--- config.mk ---
export PLATFORM = sky130hd
export DESIGN_NAME = spi_master_module_flat
export DESIGN_NICKNAME = d
export VERILOG_FILES = /design/src/rtl/spi_master_module_if.sv /design/src/rtl/spi_master_module.sv /design/src/flat_wrapper.sv
export SDC_FILE = /design/constraint.sdc
export NUM_CORES = 1
export LEC_CHECK = 0
export CAP_MARGIN = 20
export CORE_MARGIN = 10
export CORE_UTILIZATION = 55
export DETAILED_ROUTE_END_ITERATION = 8
export PLACE_DENSITY = 0.89
export SLEW_MARGIN = 30
export SYNTH_ARGS = -nofsm -noshare
export SYNTH_HDL_FRONTEND = slang
export SYNTH_SLANG_ARGS = --single-unit
export TNS_END_PERCENT = 100
--- constraint.sdc ---
create_clock -name clk -period 2.4 [get_ports clk]
set_input_delay 0.24 -clock clk [delete_from_list [all_inputs] [get_ports clk]]
set_output_delay 0.24 -clock clk [all_outputs]
set_load 0.005 [all_outputs]
--- src/rtl/spi_master_module_if.sv ---
// Word-side bus of spi_master_module: 4-bit tx handshake plus the captured ack byte.
// The master modport is the word source; the slave modport is the SPI master block itself.
interface spi_master_module_if;
    logic [3:0] tx_data;
    logic       tx_valid;
    logic       tx_ready;
    logic       busy;
    logic [7:0] rx_byte;
    logic       rx_valid;
    logic       ack_err;

    modport master (
        output tx_data, tx_valid,
        input  tx_ready, busy, rx_byte, rx_valid, ack_err
    );

    modport slave (
        input  tx_data, tx_valid,
        output tx_ready, busy, rx_byte, rx_valid, ack_err
    );
endinterface

--- src/rtl/spi_master_module.sv ---
// SPI mode-0 master: frames a 4-bit word (zero padded to FRAME_BITS) and captures an 8-bit ack.
// Define SPI_MASTER_ACK_CHECK_EN to flag ack bytes that differ from EXPECTED_ACK on ack_err.
module spi_master_module #(
    parameter int unsigned CLK_DIV      = 8,
    parameter int unsigned SS_SETUP     = 4,
    parameter int unsigned FRAME_BITS   = 8,
    parameter int unsigned IDLE_GAP     = 8,
    parameter logic [7:0]  EXPECTED_ACK = 8'h00
) (
    input  logic               clk,
    input  logic               reset,
    spi_master_module_if.slave bus,
    input  logic               miso_in,
    output logic               sclk_out,
    output logic               mosi_out,
    output logic               ss_n_out
);

    typedef enum logic [2:0] {StIdle, StSetup, StLow, StHigh, StHold, StGap} state_e;

    localparam logic [7:0] DivLast   = 8'(CLK_DIV - 1);
    localparam logic [7:0] SetupLast = 8'(SS_SETUP - 1);
    localparam logic [7:0] GapLast   = 8'(IDLE_GAP - 1);
    localparam logic [4:0] BitsTotal = 5'(FRAME_BITS);

    state_e      state;
    logic [7:0]  cnt;
    logic [4:0]  bit_cnt;
    logic [4:0]  bit_cnt_nxt;
    logic [15:0] tx_sr;
    logic [7:0]  rx_sr;
    logic        miso_s1;
    logic        miso_s2;
    logic        tx_ready;
    logic        busy;
    logic [7:0]  rx_byte;
    logic        rx_valid;
`ifdef SPI_MASTER_ACK_CHECK_EN
    logic        ack_err;
`endif

    assign bit_cnt_nxt = bit_cnt + 5'd1;

    always_ff @(posedge clk) begin
        miso_s1 <= miso_in;
        miso_s2 <= miso_s1;
        if (reset) begin
            state    <= StIdle;
            cnt      <= 8'd0;
            bit_cnt  <= 5'd0;
            tx_sr    <= 16'h0000;
            rx_sr    <= 8'h00;
            ss_n_out <= 1'b1;
            sclk_out <= 1'b0;
            mosi_out <= 1'b0;
            tx_ready <= 1'b1;
            busy     <= 1'b0;
            rx_byte  <= 8'h00;
            rx_valid <= 1'b0;
`ifdef SPI_MASTER_ACK_CHECK_EN
            ack_err  <= 1'b0;
`endif
        end else begin
            rx_valid <= 1'b0;
`ifdef SPI_MASTER_ACK_CHECK_EN
            ack_err  <= 1'b0;
`endif
            case (state)
                StIdle: begin
                    if (bus.tx_valid && tx_ready) begin
                        // Word sits MSB-aligned; bits past the nibble shift out as zeros.
                        tx_sr    <= {bus.tx_data, 12'h000};
                        mosi_out <= bus.tx_data[3];
                        rx_sr    <= 8'h00;
                        bit_cnt  <= 5'd0;
                        cnt      <= 8'd0;
                        ss_n_out <= 1'b0;
                        tx_ready <= 1'b0;
                        busy     <= 1'b1;
                        state    <= StSetup;
                    end
                end
                StSetup: begin
                    if (cnt == SetupLast) begin
                        cnt   <= 8'd0;
                        state <= StLow;
                    end else begin
                        cnt <= cnt + 8'd1;
                    end
                end
                StLow: begin
                    if (cnt == DivLast) begin
                        cnt <= 8'd0;
                        if (bit_cnt < 5'd8) begin
                            rx_sr <= {rx_sr[6:0], miso_s2};
                        end
                        sclk_out <= 1'b1;
                        state    <= StHigh;
                    end else begin
                        cnt <= cnt + 8'd1;
                    end
                end
                StHigh: begin
                    if (cnt == DivLast) begin
                        cnt      <= 8'd0;
                        sclk_out <= 1'b0;
                        bit_cnt  <= bit_cnt_nxt;
                        if (bit_cnt_nxt == BitsTotal) begin
                            state <= StHold;
                        end else begin
                            tx_sr    <= tx_sr << 1;
                            mosi_out <= tx_sr[14];
                            state    <= StLow;
                        end
                    end else begin
                        cnt <= cnt + 8'd1;
                    end
                end
                StHold: begin
                    if (cnt == DivLast) begin
                        cnt      <= 8'd0;
                        ss_n_out <= 1'b1;
                        mosi_out <= 1'b0;
                        rx_byte  <= rx_sr;
                        rx_valid <= 1'b1;
`ifdef SPI_MASTER_ACK_CHECK_EN
                        ack_err  <= (rx_sr != EXPECTED_ACK);
`endif
                        state    <= StGap;
                    end else begin
                        cnt <= cnt + 8'd1;
                    end
                end
                StGap: begin
                    if (cnt == GapLast) begin
                        cnt      <= 8'd0;
                        tx_ready <= 1'b1;
                        busy     <= 1'b0;
                        state    <= StIdle;
                    end else begin
                        cnt <= cnt + 8'd1;
                    end
                end
                default: state <= StIdle;
            endcase
        end
    end

    assign bus.tx_ready = tx_ready;
    assign bus.busy     = busy;
    assign bus.rx_byte  = rx_byte;
    assign bus.rx_valid = rx_valid;
`ifdef SPI_MASTER_ACK_CHECK_EN
    assign bus.ack_err  = ack_err;
`else
    assign bus.ack_err  = 1'b0;
    logic unused_ack;
    assign unused_ack = ^EXPECTED_ACK;
`endif

endmodule

--- src/flat_wrapper.sv ---
// flat-port wrapper written by rule: the top's interface ports become plain ports
module spi_master_module_flat 
#(
    parameter int unsigned CLK_DIV      = 8,
    parameter int unsigned SS_SETUP     = 4,
    parameter int unsigned FRAME_BITS   = 8,
    parameter int unsigned IDLE_GAP     = 8,
    parameter logic [7:0]  EXPECTED_ACK = 8'h00
)
  (clk, reset, miso_in, sclk_out, mosi_out, ss_n_out, bus_tx_data, bus_tx_valid, bus_tx_ready, bus_busy, bus_rx_byte, bus_rx_valid, bus_ack_err);
  spi_master_module_if bus_i ();
  input  logic clk;
  input  logic reset;
  input  logic miso_in;
  output logic sclk_out;
  output logic mosi_out;
  output logic ss_n_out;
  input wire logic [$bits(bus_i.tx_data)-1:0] bus_tx_data;
  input wire logic [$bits(bus_i.tx_valid)-1:0] bus_tx_valid;
  output wire logic [$bits(bus_i.tx_ready)-1:0] bus_tx_ready;
  output wire logic [$bits(bus_i.busy)-1:0] bus_busy;
  output wire logic [$bits(bus_i.rx_byte)-1:0] bus_rx_byte;
  output wire logic [$bits(bus_i.rx_valid)-1:0] bus_rx_valid;
  output wire logic [$bits(bus_i.ack_err)-1:0] bus_ack_err;
  assign bus_i.tx_data = bus_tx_data;
  assign bus_i.tx_valid = bus_tx_valid;
  assign bus_tx_ready = bus_i.tx_ready;
  assign bus_busy = bus_i.busy;
  assign bus_rx_byte = bus_i.rx_byte;
  assign bus_rx_valid = bus_i.rx_valid;
  assign bus_ack_err = bus_i.ack_err;
  spi_master_module #(.CLK_DIV(CLK_DIV), .SS_SETUP(SS_SETUP), .FRAME_BITS(FRAME_BITS), .IDLE_GAP(IDLE_GAP), .EXPECTED_ACK(EXPECTED_ACK)) u_core (.clk(clk), .reset(reset), .bus(bus_i), .miso_in(miso_in), .sclk_out(sclk_out), .mosi_out(mosi_out), .ss_n_out(ss_n_out));
endmodule
==> flow_summary.toml <==
[status]
status = "finished clean"

[floorplanning]
start_util_pct = 58.5
die_w_um = 80.5
fp.coreArea_um2 = 3440
ios = 23
fp.dieH_um = 80.5
die_area_um2 = 6480
core.rowCount = 21

[logic_synthesis]
syn_area_per_cell_um2 = 8.84
yosys.area.top_type = "dfxtp_1"
syn_area_um2 = 2010
synth-seq-cells = 43
synth_cells = 228
yosysUniqueCellTypes = 55
synth-edff-count = 0
synthArstFlopShare_pct = 0
netlist.area_leader.share_pct = 42.7
syn_nets = 238
synth_seq_area_share_pct = 42.7
yosys-top-cells-area = "dfxtp_1, a21oi_1, nand2_1"
yosysWarnings = 0
ys.flop_type = "dfxtp_1"

[critical_path]
startpoint_type = "register"
ff2ff_setup_slack_ns = 0.39
cp.arrival_ns = 2.18
critPathMaxFanout = 7
end_kind = "register"
cp.required_ns = 2.57
criticalPathCategory = "register to register"

[timing]
relSlewSlack_pct = 62.0
whs_ns = 0.329
tns_ns = 0
skew_ns = 0.0109
min_period_ns = 2.01
timing.final.crit_share_pct = 83.9
fin_ws_ns = 0.385
rsz0062_at_grt = "false"
worst_pin_slew_ns = 0.569
setup-violations-final = 0
slew_viol_final = 0
fmax_mhz = 496
finalHoldViolations = 0

[global_route]
grt_max_degree = 18
grt_pass1_wl_um = 7700
grt_pass1_vias = 1667
track_usage_pct = 14.7
antenna_found_initial = 0
overflow = 0

[routing]
drc = 0
wl_per_cell_um = 15.8
via_per_inst = 6.00
ant_nets = 0
firstDrtPassIters = 5
num_vias = 1771
wirelength_um = 4650
drtIter0Drc = 128

[pwr]
powerDensity_nw_per_um2 = 867
cellLeakagePower_nw = 0.861
worst_ir_drop_vdd_mv = 0.620

[final_layout]
antennaDiodeCount = 0
fillCellCount = 253
area_delta_synth_final_pct = 18.3
layout-drive-gt1-share_pct = 10.0
ff_latch_area_um2 = 861
multi_input_area_um2 = 1070
fin_cells = 295
final_cell_mix = "dfxtp_1, nand2_1, nor2_1, a21oi_1, clkdlybuf4s50_1"
layout_commonest_cell = "dfxtp_1"
nets = 258

[hold_path]
hold_class = "register to register"

[place]
place_ws_ns = 0.335
port-buffer-count = 21
place.gp.congestion = 0.907
dp_cells = 287
dp_hpwl_um = 3210

[cts]
cts_htree_levels = 2
post_cts_resized = 0
clock_latency_ns = 0.30
postCtsSetupBuffers = 0
cts_sinks = 43
cts_buffers = 5
root_buffer = "clkbuf_8"
hold_buffers = 0
clockBufferDepth = 2
cts_tree = "built"
clk_pin_slew_ns = 0.08

[flow_run]
maxCapViolCount = 0
area by class of cell:
| class | count | area share (%) |
|---|---|---|
| multi-input combinational | 168 | 45.0 |
| sequential | 43 | 36.1 |
| timing repair buffer | 28 | 11.0 |
| clock buffer | 6 | 3.46 |
| tap | 46 | 2.41 |
| clock inverter | 2 | 1.63 |
| inverter | 2 | 0.315 |
flip-flops by register name, summed over array words and instances (netlist names):
register	count
u_core.bus.rx_byte	8
u_core.cnt	8
u_core.rx_sr	8
u_core.bit_cnt	5
u_core.state	3
u_core.tx_sr	3
u_core.bus.busy	1
u_core.bus.rx_valid	1
u_core.bus.tx_ready	1
u_core.miso_s1	1
u_core.miso_s2	1
u_core.mosi_out	1
u_core.sclk_out	1
u_core.ss_n_out	1
path summary, 6_finish.rpt:
path,start,to,depth (start not counted)
min,u_core.miso_s1,u_core.miso_s2,0
min reg2reg,u_core.miso_s1,u_core.miso_s2,0
max reg2reg,u_core.cnt[3],u_core.cnt[6],5
max,u_core.cnt[3],u_core.cnt[6],5
critical path, stage by stage, from the launching register on:
cell,delay [ns]
dfxtp_1,0.35
nor3_2,0.32
nor3b_2,0.38
o211ai_1,0.25
o21ai_1,0.46
nor2_1,0.11
synth_stat cells, drive strengths merged, types with 3 or more instances:
library cell / number
dfxtp: 43
nand2: 28
nor2: 25
a21oi: 21
a22o: 9
clkbuf: 9
o2111ai: 8
nand3: 7
o21ai: 7
buf: 6
xnor2: 5
nor3: 4
nor3b: 4
a31oi: 3
and2: 3
nand2b: 3
nor2b: 3
or3: 3
report_power, final:
part | switching, mW | total (mW) | internal [mW]
logic | 0.366 | 0.630 | 0.264
clock network | 0.246 | 0.588 | 0.342
registers | 0.0773 | 0.850 | 0.773
metal layers:
metal / vias to the layer above / track usage (%) / routed length [µm]
li1: 869 / - / -
met1: 812 / 16.4 / 1890
met2: 75 / 25.6 / 2350
met3: 15 / 3.67 / 309
met4: 0 / 6.51 / 99
met5: - / 0 / 0
kinds of logic (layout without fill, tap and decap cells):
group | after synthesis | count (layout) | share of synthesized area [%]
adder cells (fa/ha/maj) | 2 | 2 | 1.24
other | 1 | 1 | 0.186
multiplexers | 1 | 1 | 0.497
flip-flops | 43 | 43 | 42.7
AND/OR/NAND/NOR | 89 | 89 | 23.0
buffers and inverters | 17 | 38 | 3.98
XOR/XNOR | 7 | 7 | 3.04
AO/OA/AOI/OAI | 68 | 68 | 25.3
metrics by stage:
stage               cell area, µm²  utilization (%)  power (mW)
finish                        2380             69.2        2.07
global route                  2380             69.2        2.19
CTS                           2380             69.2        2.06
detailed placement            2260             65.7        1.47
global placement              2260             65.7        1.46
floorplan                     2010                -        1.31
Power figures use the tool's default switching activity.
